==> config.mk <==
export PLATFORM = sky130hd
export DESIGN_NAME = fetch_stage
export DESIGN_NICKNAME = d
export VERILOG_FILES = /design/src/rtl/toothless_pkg.sv /design/src/rtl/fetch_fifo.sv /design/src/rtl/fetch_stage.sv
export SDC_FILE = /design/constraint.sdc
export NUM_CORES = 1
export LEC_CHECK = 0
export BUFFER_PORTS_ARGS = -buffer_cell sky130_fd_sc_hd__buf_2
export CORE_MARGIN = 2
export CORE_UTILIZATION = 43
export CTS_BUF_LIST = sky130_fd_sc_hd__clkbuf_8
export DETAILED_ROUTE_END_ITERATION = 8
export GPL_TIMING_DRIVEN = 0
export PLACE_DENSITY = 0.65
export SLEW_MARGIN = 15
export SYNTH_ARGS = -nofsm -noshare
export SYNTH_HDL_FRONTEND = slang
export SYNTH_HIERARCHICAL = 1
export SYNTH_SLANG_ARGS = --single-unit
==> constraint.sdc <==
create_clock -name clk -period 5.59 [get_ports clk]
set_input_delay 1.3975 -clock clk [delete_from_list [all_inputs] [get_ports clk]]
set_output_delay 1.3975 -clock clk [all_outputs]
set_load 0.01 [all_outputs]
==> src/rtl/toothless_pkg.sv <==
// toothless_pkg: shared fetch-stage types and constants
package toothless_pkg;
  typedef enum logic [1:0] {FETCH_BOOT, FETCH_RUN, FETCH_DRAIN} fetch_state_e;
  localparam logic [31:0] INSTR_NOP = 32'h0000_0013;
endpackage

==> src/rtl/fetch_fifo.sv <==
// fetch_fifo: synchronous prefetch FIFO with flush; the head entry comes straight from the storage registers
module fetch_fifo #(
  parameter int DEPTH = 2,
  parameter int WIDTH = 64
) (
  input  logic                     clk,
  input  logic                     rst_n,
  input  logic                     push,
  input  logic                     pop,
  input  logic                     flush,
  input  logic [WIDTH-1:0]         din,
  output logic [WIDTH-1:0]         dout,
  output logic                     full,
  output logic                     empty,
  output logic [$clog2(DEPTH):0]   count
);
  localparam int AW = $clog2(DEPTH);
  localparam int CW = AW + 1;
  logic [WIDTH-1:0] mem [DEPTH];
  logic [AW-1:0] rd, wr;
  assign dout = mem[rd];
  assign full = count == CW'(DEPTH);
  assign empty = count == '0;
  always_ff @(posedge clk or negedge rst_n) begin
    if (!rst_n) begin
      rd <= '0;
      wr <= '0;
      count <= '0;
      for (int i = 0; i < DEPTH; i++) mem[i] <= '0;
    end else if (flush) begin
      rd <= '0;
      wr <= '0;
      count <= '0;
    end else begin
      if (push) mem[wr] <= din;
      wr <= wr + AW'(push);
      rd <= rd + AW'(pop);
      count <= count + CW'(push) - CW'(pop);
    end
  end
  assert property (@(posedge clk) disable iff (!rst_n) !(push && full && !pop && !flush));
  assert property (@(posedge clk) disable iff (!rst_n) !(pop && empty && !flush));
endmodule

==> src/rtl/fetch_stage.sv <==
// fetch_stage: instruction fetch front end with prefetch FIFO and redirect handling
module fetch_stage
  import toothless_pkg::*;
#(
  parameter int ADDR_WIDTH = 32,
  parameter int INSTR_WIDTH = 32,
  parameter int FIFO_DEPTH = 2,
  parameter logic [ADDR_WIDTH-1:0] BOOT_ADDR = '0
) (
  input  logic                   clk,
  input  logic                   rst_n,
  output logic                   instr_req_o,
  output logic [ADDR_WIDTH-1:0]  instr_addr_o,
  input  logic                   instr_gnt_i,
  input  logic                   instr_rvalid_i,
  input  logic [INSTR_WIDTH-1:0] instr_rdata_i,
  input  logic                   redirect_i,
  input  logic [ADDR_WIDTH-1:0]  redirect_addr_i,
  output logic                   instr_valid_o,
  output logic [INSTR_WIDTH-1:0] instr_o,
  output logic [ADDR_WIDTH-1:0]  instr_pc_o,
  input  logic                   instr_ready_i,
  output logic                   misaligned_o
);
  localparam int CW = $clog2(FIFO_DEPTH) + 1;
  fetch_state_e state;
  logic [ADDR_WIDTH-1:0] fetch_addr, out_pc;
  logic [INSTR_WIDTH+ADDR_WIDTH-1:0] head;
  logic [CW-1:0] count, credit;
  logic outstanding, discard, retire, fire, next_out, push, pop, full, empty;
  assign pop = instr_valid_o & instr_ready_i;
  assign retire = outstanding & instr_rvalid_i;
  // a popping head frees its slot this cycle, so the stream can sustain one word per cycle
  assign credit = count - CW'(pop) + CW'(outstanding);
  assign instr_req_o = state == FETCH_RUN && (!outstanding || retire) && credit < CW'(FIFO_DEPTH);
  assign fire = instr_req_o & instr_gnt_i;
  assign next_out = (outstanding & ~instr_rvalid_i) | fire;
  assign push = retire & ~discard & ~redirect_i;
  assign instr_addr_o = fetch_addr;
  assign instr_valid_o = ~empty;
  assign {instr_o, instr_pc_o} = head;
  fetch_fifo #(.DEPTH(FIFO_DEPTH), .WIDTH(INSTR_WIDTH + ADDR_WIDTH)) u_fifo (
    .clk(clk),
    .rst_n(rst_n),
    .push(push),
    .pop(pop),
    .flush(redirect_i),
    .din({instr_rdata_i, out_pc}),
    .dout(head),
    .full(full),
    .empty(empty),
    .count(count)
  );
  always_ff @(posedge clk or negedge rst_n) begin
    if (!rst_n) begin
      state <= FETCH_BOOT;
      fetch_addr <= BOOT_ADDR;
      out_pc <= '0;
      outstanding <= 1'b0;
      discard <= 1'b0;
      misaligned_o <= 1'b0;
    end else begin
      misaligned_o <= redirect_i && |redirect_addr_i[1:0];
      outstanding <= next_out;
      if (fire) out_pc <= fetch_addr;
      fetch_addr <= redirect_i ? {redirect_addr_i[ADDR_WIDTH-1:2], 2'b00} :
                    fire ? fetch_addr + ADDR_WIDTH'(4) : fetch_addr;
      // whatever is still in flight after a redirect belongs to the old path
      discard <= redirect_i ? next_out : discard & outstanding & ~instr_rvalid_i;
      state <= state == FETCH_BOOT ? FETCH_RUN :
               redirect_i ? (next_out ? FETCH_DRAIN : FETCH_RUN) :
               (state == FETCH_DRAIN && instr_rvalid_i) ? FETCH_RUN : state;
    end
  end
  assert property (@(posedge clk) disable iff (!rst_n)
    !(instr_rvalid_i && !outstanding && state != FETCH_BOOT));
  assert property (@(posedge clk) disable iff (!rst_n) !(full && outstanding));
endmodule
# == Word level (Yosys, flattened, before mapping) ==
# Index checks and enable logic that the tools add are counted.
# totals
word_cells,68
register_bits,201
output_inout_bits,99
input_bits,70
# classes
magnitude_cmp,4
mux,16
eq_ne,2
n_reduce_logical,13
addsub,7
bitwise,15
# op_table
op,count
$mux 64,4
$bwmux 128,1
$demux 64 s1,1
$mux 32,2
$add 32x3->32 const B,1
$mux 2,5
$and 1x1->1,8
$logic_and 1x1->1,5
$add 2x1->2,2
$ge 2x2->1 const B,2
$logic_not 2->1,2
$not 1->1,4
$not 1->2,2
$sub 2x1->2,2
$mux 1,3
$reduce_bool 3->1,1
$add 1x1->1,2
$eq 2x1->1 const B,1
$eq 2x2->1 const B,1
$lt 2x1->1 const B,1
$lt 2x2->1 const B,1
$reduce_and 2->1,1
$reduce_bool 2->1,1
$reduce_or 2->1,1
3 further kinds,3

# == Depth between registers and ports, before layout ==
# depth
depth_word,12
ltp_mapped,11
mapped_depth_nobuf,8

# == By module ==
# The synthesis kept the hierarchy.
# modules_own_cells
module,n_inst,cells_each,area_each_um2,seq_area_each_um2
fetch_fifo,1,360,6148.4,3303.2
fetch_stage,1,366,3194.3,1626.6

# == Least setup slack after synthesis ==
# No wires, ideal clock.
# synth_path
path_type,input to output
start,input port instr_ready_i
end,output port instr_req_o
required_ns,4.193
cell_stages,6
slack_ns,1.495
t_arrival_ns,2.698
n_path_buf,1
path_cell_list,nor2b_1 ha_1 nor2b_1 xor2_1 clkbuf_1 nor2_1
# synth_between
elab_chain_len,5
# synth_lines
element,line_no,text
"start, declared",fetch_stage.sv:22,"input logic instr_ready_i,"
$and 1x1->1,fetch_stage.sv:31,assign pop = instr_valid_o & instr_ready_i;
$sub 2x1->2,fetch_stage.sv:34,assign credit = count - CW'(pop) + CW'(outstanding);
$add 2x1->2,fetch_stage.sv:34,
$lt 2x2->1,fetch_stage.sv:35,assign instr_req_o = state == FETCH_RUN && (!outstanding || retire) && credit < CW'(FIFO_DEPTH);
$logic_and 1x1->1,fetch_stage.sv:35,
"end, declared",fetch_stage.sv:12,"output logic instr_req_o,"
# Every way passes these cells.

# == Worst setup path in the final report ==
# layout_path
start,input port instr_ready_i
end,output port instr_req_o
# layout_between
elab_chain_len,5
# layout_lines
element,line_no,text
$and 1x1->1,fetch_stage.sv:31,
via pop,fetch_stage.sv:30,"logic outstanding, discard, retire, fire, next_out, push, pop, full, empty;"
$sub 2x1->2,fetch_stage.sv:34,
$add 2x1->2,fetch_stage.sv:34,
$lt 2x2->1,fetch_stage.sv:35,
$logic_and 1x1->1,fetch_stage.sv:35,
# The timed path passes the listed nets, and every way through them passes these cells.

==> metrics.txt <==
Max Freq=216 MHz; period utilisation layout=82.7%; first-pass GRT wire length=33.5 mm; Die Span Y=151 um; min Tclk post-route=4.62 ns; Fillers=1953; crit path kind=primary input to output pin; Fin Hold WS=0.508 ns; Register Area=0.00493 mm2; Crit Reg-Reg Startpoint=u_fifo/count[1]; Clk Latency, worst-skew pair=0.47 ns; gpl congestion=0.810; Ys Warns=6; DRT Pass-1 Iters=5; CP Launch Point=instr_ready_i; CP arrival=3.22 ns; CP startpoint kind=primary input; Least-Margin Pin Slew=1.05 ns; post-cts resize count=0; Routed WL=21.0 mm; Mapped Area=0.00934 mm2; Tot Pwr=4.85 mW; non-filler cells, final=1205; FP Rows=53; via density per instance=5.09; drt drc=0; Buffers on Ports=166; HP Start=out_pc[29]; sw power=1.68 mW; initial antenna violation count=0; Cells after Synth=725; setup total negative slack=0 ns; Post-CTS Repair Setup Buffers=0; Slew HR=29.7%; combinational power share=37.0%; unrepaired setup endpoints after global routing=no; sw frac=34.6%; hold_buf cts=0; full die area=0.0229 mm2; CTS Sinks=197; Initial Util=44.1%; multi-input logic area=0.00399 mm2; CP Max Fanout=10; DP Cell Count=1172; clock-pin slew on the worst setup and hold paths=0.10 ns; Max Slew Vio Count=0; H-Tree Depth=4; synthesized area per cell=12.9 um2; Leak Pwr=5.48 nW; clock root buffer=clkbuf_8; area grow syn2layout=17.4%; WL/cell=17.5 um; worst vdd ir=0.211 mV; vias in the first global route=6340; Final Skew=0.0182 ns; outcome=finished clean; vias=6139; P_int=3.17 mW; Worst Path Required=4.19 ns; 1st-iter DRT viols=293; post-DP HPWL=14.9 mm; core box area=0.0212 mm2; Ports=169; gr ovfl total=0; die width=151 um; crit end category=output pin; Pwr Density=442 mW/mm2; largest net degree at the start of global routing=101; Max-Cap Viols=0; worst min path class=flip-flop to flip-flop; setup violators final=0; share of cells above drive strength 1=45.9%; post-layout utilization of the core=51.8%; Final Net Count=990; CTS tree=built; Reg power frac=44.2%; Hold Fails Final Rpt=0; Clk pwr share=18.8%; Clock Path Buffers=2; GRT Overall Usage=18.9%; CTS buffer count=17; ANT nets after route=0
==> layer usage <==
layer  track usage, %  vias to the layer above  wire, um
met5                0                        -         0
li1                 -                     2925         -
met1             27.0                     3021     10200
met3             4.70                       12      1240
met4             4.02                        0       206
met2             29.5                      181      9370
==> final cells by class <==
class,instances,share of cell area (%)
antenna,1,0.0228
multi-input combinational,479,36.4
inverter,10,0.343
buffer,44,3.62
clock buffer,18,2.26
sequential,197,45.0
tap,275,3.14
clock inverter,14,1.28
timing repair buffer,167,7.92
==> per-stage QoR <==
step                      area (um2)  setup WS, ns
after CTS                      11000         0.951
after global routing           11000         0.802
final                          11000         0.968
after detailed placement       10600         0.958
after floorplan                 9360          1.50
after global placement         10500        -0.270
==> layout by cell type, fill, tap and decap left out, types with 3 or more instances in the layout <==
cell / instances
nand3b_1: 3
a31oi_1: 12
dfrtp_1: 197
xnor2_1: 17
buf_2: 176
inv_1: 9
inv_6: 4
nor4_1: 4
mux2_2: 122
mux2_4: 70
clkbuf_8: 18
clkbuf_1: 14
clkinv_4: 4
conb_1: 6
o21ai_0: 27
nor2_1: 25
nand3_1: 11
and4_1: 3
a2111oi_0: 6
or4_1: 6
buf_1: 3
nor3_1: 4
o31ai_1: 5
ha_1: 4
nand4_1: 7
buf_12: 12
nand2_1: 112
or3_1: 7
and3_1: 3
==> power groups by stage <==
stage | logic (mW) | registers, mW | clock network, mW
global route | 1.98 | 2.20 | 1.00
global placement | 1.78 | 2.15 | 0
finish | 1.79 | 2.14 | 0.912
CTS | 1.82 | 2.14 | 0.943
detailed placement | 1.81 | 2.17 | 0
floorplan | 1.23 | 2.09 | 0
==> flip-flops by register name (all words and copies together) (netlist names) <==
| signal | flops |
|---|---|
| u_fifo/wr | 1 |
| state | 2 |
| discard | 1 |
| u_fifo/count | 2 |
| misaligned_o | 1 |
| u_fifo/rd | 1 |
| out_pc | 30 |
| instr_addr_o | 30 |
| outstanding | 1 |
| u_fifo/mem | 128 |
==> final timing paths <==
| kind | cells after the start | slack (ns) | to |
|---|---|---|---|
| setup / recovery | 8 | 0.97 | instr_req_o |
| hold / removal | 2 | 0.51 | out_pc[29] |
| setup reg to reg | 11 | 2.32 | out_pc[11] |
| hold reg to reg | 2 | 0.51 | out_pc[29] |
| max in group asynchronous | 2 | 3.70 | instr_addr_o[13] |
| min in group asynchronous | 1 | 0.92 | u_fifo/mem[109] |
==> critical path, stage by stage <==
cell and delay, ns:
buf_2 0.07, nor2b_1 0.27, ha_1 0.29, nor2b_1 0.28
xor2_1 0.27, clkbuf_1 0.38, nor2_1 0.10, buf_2 0.16
No activity file was read; power rests on OpenSTA's default activity.
